`src/rtl/spmv_row_accumulator.sv`:
```
// SpMV row accumulator: reduces masked product lanes per beat and sums beats into per-row results.
module spmv_row_accumulator #(
    parameter int unsigned DATA_WIDTH  = 16,
    parameter int unsigned PARALLELISM = 4,
    parameter int unsigned ROW_WIDTH   = 16,
    parameter int unsigned CNT_WIDTH   = 16
) (
    input  logic                  clk,
    input  logic                  rst_n,
    input  logic                  in_valid,
    output logic                  in_ready,
    input  logic [DATA_WIDTH-1:0] prod [PARALLELISM-1:0],
    input  logic [PARALLELISM-1:0] lane_en,
    input  logic                  in_last,
    input  logic [ROW_WIDTH-1:0]  in_row,
    output logic [DATA_WIDTH-1:0] sum,
    output logic [ROW_WIDTH-1:0]  sum_row,
    output logic [CNT_WIDTH-1:0]  sum_cnt,
    output logic                  valid,
    input  logic                  ready
);

    typedef enum logic {
        IDLE  = 1'b0,
        ACCUM = 1'b1
    } state_t;

    state_t                state_q, state_d;
    logic [DATA_WIDTH-1:0] acc_q, acc_d;
    logic [CNT_WIDTH-1:0]  cnt_q, cnt_d;
    logic [DATA_WIDTH-1:0] sum_q, sum_d;
    logic [ROW_WIDTH-1:0]  row_q, row_d;
    logic [CNT_WIDTH-1:0]  scnt_q, scnt_d;
    logic                  valid_q, valid_d;

    logic [DATA_WIDTH-1:0] bsum;
    logic [CNT_WIDTH-1:0]  bcnt;
    logic [DATA_WIDTH-1:0] acc_base;
    logic [CNT_WIDTH-1:0]  cnt_base;
    logic                  accept;

    // Stall beats only while a result is held and not being taken
    assign in_ready = !valid_q || ready;
    assign accept   = in_valid && in_ready;

    assign sum     = sum_q;
    assign sum_row = row_q;
    assign sum_cnt = scnt_q;
    assign valid   = valid_q;

    // Masked lane reduction; disabled lanes are ANDed to zero so X never reaches the adder
    always_comb begin
        bsum = '0;
        bcnt = '0;
        for (int unsigned i = 0; i < PARALLELISM; i++) begin
            bsum = bsum + (prod[i] & {DATA_WIDTH{lane_en[i]}});
            bcnt = bcnt + CNT_WIDTH'(lane_en[i]);
        end
    end

    // Next-state and result update
    always_comb begin
        state_d  = state_q;
        acc_d    = acc_q;
        cnt_d    = cnt_q;
        sum_d    = sum_q;
        row_d    = row_q;
        scnt_d   = scnt_q;
        valid_d  = valid_q;
        acc_base = (state_q == ACCUM) ? acc_q : '0;
        cnt_base = (state_q == ACCUM) ? cnt_q : '0;

        if (valid_q && ready) begin
            valid_d = 1'b0;
        end

        if (accept) begin
            if (in_last) begin
                sum_d   = acc_base + bsum;
                scnt_d  = cnt_base + bcnt;
                row_d   = in_row;
                valid_d = 1'b1;
                acc_d   = '0;
                cnt_d   = '0;
                state_d = IDLE;
            end else begin
                acc_d   = acc_base + bsum;
                cnt_d   = cnt_base + bcnt;
                state_d = ACCUM;
            end
        end
    end

    // State and result registers
    always_ff @(posedge clk or negedge rst_n) begin
        if (!rst_n) begin
            state_q <= IDLE;
            acc_q   <= '0;
            cnt_q   <= '0;
            sum_q   <= '0;
            row_q   <= '0;
            scnt_q  <= '0;
            valid_q <= 1'b0;
        end else begin
            state_q <= state_d;
            acc_q   <= acc_d;
            cnt_q   <= cnt_d;
            sum_q   <= sum_d;
            row_q   <= row_d;
            scnt_q  <= scnt_d;
            valid_q <= valid_d;
        end
    end

endmodule

```
`config.mk`:
```
export PLATFORM = sky130hd
export DESIGN_NAME = spmv_row_accumulator
export DESIGN_NICKNAME = d
export VERILOG_FILES = /design/src/rtl/spmv_row_accumulator.sv
export SDC_FILE = /design/constraint.sdc
export NUM_CORES = 1
export LEC_CHECK = 0
export CAP_MARGIN = 10
export CORE_ASPECT_RATIO = 1.25
export CORE_MARGIN = 1
export CORE_UTILIZATION = 30
export DETAILED_ROUTE_END_ITERATION = 6
export PLACE_DENSITY = 0.63
export SLEW_MARGIN = 20
export SYNTH_ARGS = -nofsm -noshare
export SYNTH_HDL_FRONTEND = slang
export SYNTH_SLANG_ARGS = --single-unit
```
`constraint.sdc`:
```
create_clock -name clk -period 4.8 [get_ports clk]
set_input_delay 1.44 -clock clk [delete_from_list [all_inputs] [get_ports clk]]
set_output_delay 1.44 -clock clk [all_outputs]
set_load 0.01 [all_outputs]
```
==> impl_metrics.toml <==
[setup_path]
critical_path_required_ns = 5.02
reg2reg_from = "state_q"
crit_arrival_ns = 5.00
worstPathMaxFanout = 4
end_kind = "flop"
reg2reg_slack_ns = 0.54
crit_type = "input pin to flop"
r2r_cells = 16
r2r_end = "sum[7]"
critPathLaunchType = "input pin"

[power_and_ir_drop]
total_power_mw = 4.27
p_leak_nw = 3.96
p_per_area_nw_per_um2 = 500
vdd_ir_drop_max_v = 0.000202

[global_route]
grt_overflow_total = 0
grt_pass1_wl_um = 26100
grt_pass1_vias = 5208
grt_start_max_net_pins = 57
track_usage_pct = 16.5
antenna_found_initial = 0

[layout]
fin_area_um2 = 8540
fin_util_pct = 45.1
layout-drive-gt1-share_pct = 19.2
fin_cells = 1060
fin_nets = 976
n_antenna_cell = 0
area_delta_synth_final_pct = 46.1
nFillCells = 1827

[logic_synthesis]
synthAdderAreaFrac_pct = 19.7
synth_compound_area_share_pct = 11.0
yosysWarnings = 0
synthMuxAreaShare_pct = 1.13
synth_edf_count = 0
yosysTopAreaCell = "dfrtp_1"
ys_ff_latch = 82
ys_types = 50
synth_ff_type = "dfrtp_1"
syn-num-nets = 794
synth_top_family_by_area = "simple AND/OR/NAND/NOR gates"
synthSimpleGateAreaFrac_pct = 22.0
async_flop_share_pct = 100
syn_area_per_cell_um2 = 9.12
synth.most_common_cell = "nand2_1"
synth_common_cells = "nand2_1, dfrtp_1, inv_1, and2_1, fa_1"
synth_top_area_share_pct = 35.1
synth_xor_area_share_pct = 4.94
synth.yosys.seq_area_share_pct = 35.1
syn-cell-area_um2 = 5850
synth.area.top_cells = "dfrtp_1, fa_1, nand2_1, and2_1, inv_1"
syn-instance-count = 641

[placed_design]
numPortBuffers = 138
pre_cts_ws_ns = -0.907
dp_hpwl_um = 12100
place_inst = 1036
placed_area_um2 = 7820
place.gp.congestion = 0.821

[floorplanning]
core_area_um2 = 18900
die_h_um = 158
die_area_um2 = 20100
fp-row-count = 56
io_pins = 139
initial_core_util_pct = 30.9
dieWidth_um = 127

[drt]
dr.first_iter.drc_count = 174
finalWirelength_um = 16300
post_drt_via_cell_ratio = 4.65
drc = 0
antenna_left = 0
detail_route.wl_per_cell_um = 15.4
vias = 4934
drtPass1Iterations = 4

[hold_path]
min_path_cells = 2
hp-start = "acc_q[2]"
whs_endpoint = "acc_q[2]"
hold_class = "flop to flop"

[status]
status = "finished clean"

[sta]
slew_headroom_pct = 31.6
rsz0062_at_grt = "true"
setup_viol = 0
hold_slack_ns = 0.466
fin_skew_ns = 0.00539
setup_tns_ns = 0
min_period_ns = 4.78
drv_slew = 0
hold_violations = 0
max_freq_mhz = 209
layout_setup_ws_ns = 0.0161
worst_pin_slew_ns = 1.02
timing.final.crit_share_pct = 99.7

[clock_tree]
cts_inserted_buffers = 9
cts.sinks = 82
root_buffer = "clkbuf_16"
cts_tree = "built"
clkLatencyLatePin_ns = 0.33
clock_path_buffers = 2
path_clk_slew_ns = 0.06
cts_max_level = 3

[flow_run]
max_cap_viol_count = 0
==> routing by layer <==
metal	track usage [%]	wire length (µm)	share of wire [%]	vias up
met3	2.57	613	3.8	24
met5	0	0	0	-
li1	-	-	-	2416
met1	21.5	7370	45	2383
met4	4.59	251	1.5	0
met2	28.4	8050	49	111
==> power breakdown <==
| part | switching (mW) | internal, mW |
|---|---|---|
| Sequential | 0.0993 | 0.852 |
| Clock | 0.278 | 0.575 |
| Combinational | 1.22 | 1.25 |
==> cell usage in the layout, fill, tap and decap left out, types with 7 or more instances in the layout <==
cell type,synthesis,final
and2_1,58,39
inv_1,61,55
o21ai_0,42,39
dfrtp_1,82,82
nand2_1,152,150
dlygate4sd2_1,0,10
nand3_1,8,7
buf_4,0,59
o31ai_1,12,9
and2_4,0,19
nor2_1,13,11
xnor2_1,16,14
xor2_1,17,15
a21oi_1,17,12
clkdlybuf4s50_1,0,118
ha_1,17,7
clkbuf_16,0,9
fa_1,47,42
a22o_1,8,8
==> kinds of logic (layout without fill, tap and decap cells) <==
| group | count (synthesis) | after routing |
|---|---|---|
| xor gates and xnor gates | 33 | 33 |
| buffers and inverters | 88 | 275 |
| DFF | 82 | 82 |
| AOI/OAI and AO/OA | 104 | 104 |
| adders and majority gates | 64 | 64 |
| and+or+nand+nor | 264 | 264 |
| muxes | 6 | 6 |
==> how the worst max path moves through the flow <==
stage,slack [ns],endpoint,depth (start not counted),from
CTS,-0.008,sum[7],17,lane_en[0]
global route,-0.07,sum[13],13,prod[22]
detailed placement,-0.91,sum[13],14,lane_en[0]
floorplan,-0.05,sum[13],15,prod[17]
finish,0.02,sum[13],13,prod[22]
global placement,-0.90,sum[13],14,lane_en[1]
==> repair_timing <==
item                                    4_1_cts  5_1_grt
hold buffers                                  0        0
resized for setup                            65       43
pin swaps                                    37       47
setup buffers                                 5        3
gates cloned                                  0        0
endpoints found under the setup margin       23       20
==> layout make-up <==
type / count / area [µm²] / share of cell area, %
inverters: 61 / 229 / 2.68
clock inverters: 5 / 125 / 1.46
repair buffers: 198 / 1830 / 21.5
well taps: 232 / 290 / 3.40
flip-flops and latches: 82 / 2050 / 24.0
multi-input cells: 471 / 3770 / 44.1
clock buffers: 11 / 243 / 2.84
==> sequential cells by signal, indices dropped and copies added, names as in the netlist <==
| register | flops |
|---|---|
| acc_q | 16 |
| cnt_q | 16 |
| sum | 16 |
| sum_cnt | 16 |
| sum_row | 16 |
| state_q | 1 |
| valid | 1 |
==> critical path, stage by stage <==
cell and delay [ns]:
clkdlybuf4s50_1 0.47, and2_4 0.14, fa_2 0.44, fa_1 0.52, inv_1 0.06, fa_1 0.49, inv_1 0.05, ha_2 0.18
or4_4 0.43, o21ai_4 0.24, o31ai_2 0.11, xor2_1 0.18, mux2_4 0.26
(Power assumes the default switching activity.)
==> RTL edit: new RTL, same settings <==
`CNT_WIDTH`: 16 -> 32.
--- a/src/rtl/spmv_row_accumulator.sv
+++ b/src/rtl/spmv_row_accumulator.sv
@@ -3,7 +3,7 @@
     parameter int unsigned DATA_WIDTH  = 16,
     parameter int unsigned PARALLELISM = 4,
     parameter int unsigned ROW_WIDTH   = 16,
-    parameter int unsigned CNT_WIDTH   = 16
+    parameter int unsigned CNT_WIDTH   = 32
 ) (
     input  logic                  clk,
     input  logic                  rst_n,
Interface: changed (resized sum_cnt); port bits go from 139 to 155. No check against the original RTL was run, so the function may have changed too.
==> RTL edit against the unedited design <==
  * Wire length up 34%
  * Design area up 27%
  * Sequential cell count up 32
  * Total power up 17%
  * Final cell count up 32%
  * Area after synthesis up 30%
  * Worst setup slack better by 0.059 ns
  * Register-to-register slack better by 0.16 ns
  * Synthesized cell count up 32%
  * Critical endpoint is now sum[11]
  * Largest power group unchanged
==> RTL edit: results (changes against the unedited design) <==
status:
  status: "complete, no violations"
global_routing:
  first_global_vias: 6843  # +31%
  grt_use_met2_pct: 30.4  # +2.1 points
  grt_use_total_pct: 17.7  # +1.2 points
worst_setup_path:
  r2r_slack_ns: 0.70  # +0.16 ns
  crit_fanout: 3  # -1
  rr_endpoint: "acc_q[8]"
  cp.arrival_ns: 5.02  # +0.02 ns
placed_design:
  place_ws_ns: -0.820  # +0.0869 ns
  place_area_mm2: 0.00996  # +27%
  portBuffers: 154  # +12%
  gp_congestion: 0.824  # +0.34%
routing:
  avgViaCountPerCell: 4.70  # +0.91%
  routedWlPerCell_um: 15.6  # +1.8%
  first_iter_violations: 336  # +93%
final_layout:
  num-fill-cells: 2443  # +34%
  fin_nets: 1206  # +24%
power_and_ir_drop:
  power_density_mw_per_mm2: 461  # -7.8%
  p_leak_nw: 4.87  # +23%
  ir_drop_v: 0.000278  # +37%
cts:
  h-tree-depth: 4  # +1
yosys:
  synth.area.top_cells: "dfrtp_1 (37%), fa_1 (12%), nand2_1 (10%)"
  syn_nets: 999  # +26%
  ys_types: 60  # +20%
  postSynthAreaPerCell_um2: 9.00  # -1.4%
sta:
  skew_ns: 0.0159  # +0.0105 ns
RTL edit: changes by cell type in the layout (fill, tap and decap cells not counted), sizes merged, moves of 9 or more:
cell | before | now
nand2 | 152 | 207
o21ai | 46 | 89
dfrtp | 82 | 114
clkdlybuf4s50 | 118 | 138
o31ai | 12 | 26
nand3 | 8 | 21
buf | 65 | 75
clkbuf | 11 | 20
RTL edit: through the flow:
stage / setup TNS (ns) / hold WS (ns)
after floorplan: -0.00106 / 0.436
after global placement: -17.77 / 0.453
after detailed placement: -18.91 / 0.462
after CTS: 0 / 0.475
after global routing: -0.0799 / 0.495
final: 0 / 0.471
RTL edit: how the worst max path moves through the flow:
stage / start / to / slack, ns
3_5_place_dp: lane_en[0] / sum[13] / -0.82
6_report: prod[23] / sum[11] / 0.08
5_1_grt: prod[6] / sum[11] / -0.04
3_3_place_gp: lane_en[0] / acc_q[13] / -0.77
2_1_floorplan: lane_en[1] / sum[15] / -0.001
4_1_cts: lane_en[0] / sum[13] / 0.006
RTL edit: power breakdown:
| group | leakage, nW | switching (mW) | internal [mW] |
|---|---|---|---|
| registers | 1.51 | 0.0975 | 1.12 |
| logic | 3.07 | 1.25 | 1.29 |
| clock network | 0.284 | 0.464 | 0.803 |
| total | 4.87 | 1.81 | 3.21 |
RTL edit: routing by layer:
layer  up-vias  part of all wire [%]
met5         -                     0
met4         0                   2.1
met3        27                   4.3
met2       136                    51
met1      3176                    43
li1       3218                     -
RTL edit: what timing repair did:
| item | in CTS | in global routing |
|---|---|---|
| setup buffers | 4 | 2 |
| setup endpoints to repair | 23 | 20 |
| pin swaps | 42 | 60 |
| cloned | 0 | 0 |
| hold endpoints to repair | 0 | 0 |
| gates resized for setup | 41 | 55 |
RTL edit: area by class of cell:
cell class / count / share of cell area (%)
Multi-Input combinational cell: 631 / 42.7
Sequential cell: 114 / 26.2
Timing Repair Buffer: 226 / 19.6
Clock buffer: 20 / 4.29
Tap cell: 330 / 3.80
Inverter: 63 / 2.17
Clock inverter: 12 / 1.21
RTL edit: critical path, delay by kind of cell:
family          cells  cell delay, ns
compound gates      4            0.51
fa+ha+maj           4            1.67
buf+inv             4            0.62
simple gates        3            0.76
RTL edit: cell families after synthesis:
group	after synthesis	share of synthesized area [%]
AND/OR/NAND/NOR	349	22.5
AO/OA/AOI/OAI	174	13.9
flip-flops	114	37.5
buffers and inverters	101	5.80
adder cells (fa/ha/maj)	64	15.2
XOR/XNOR	39	4.49
multiplexers	5	0.723
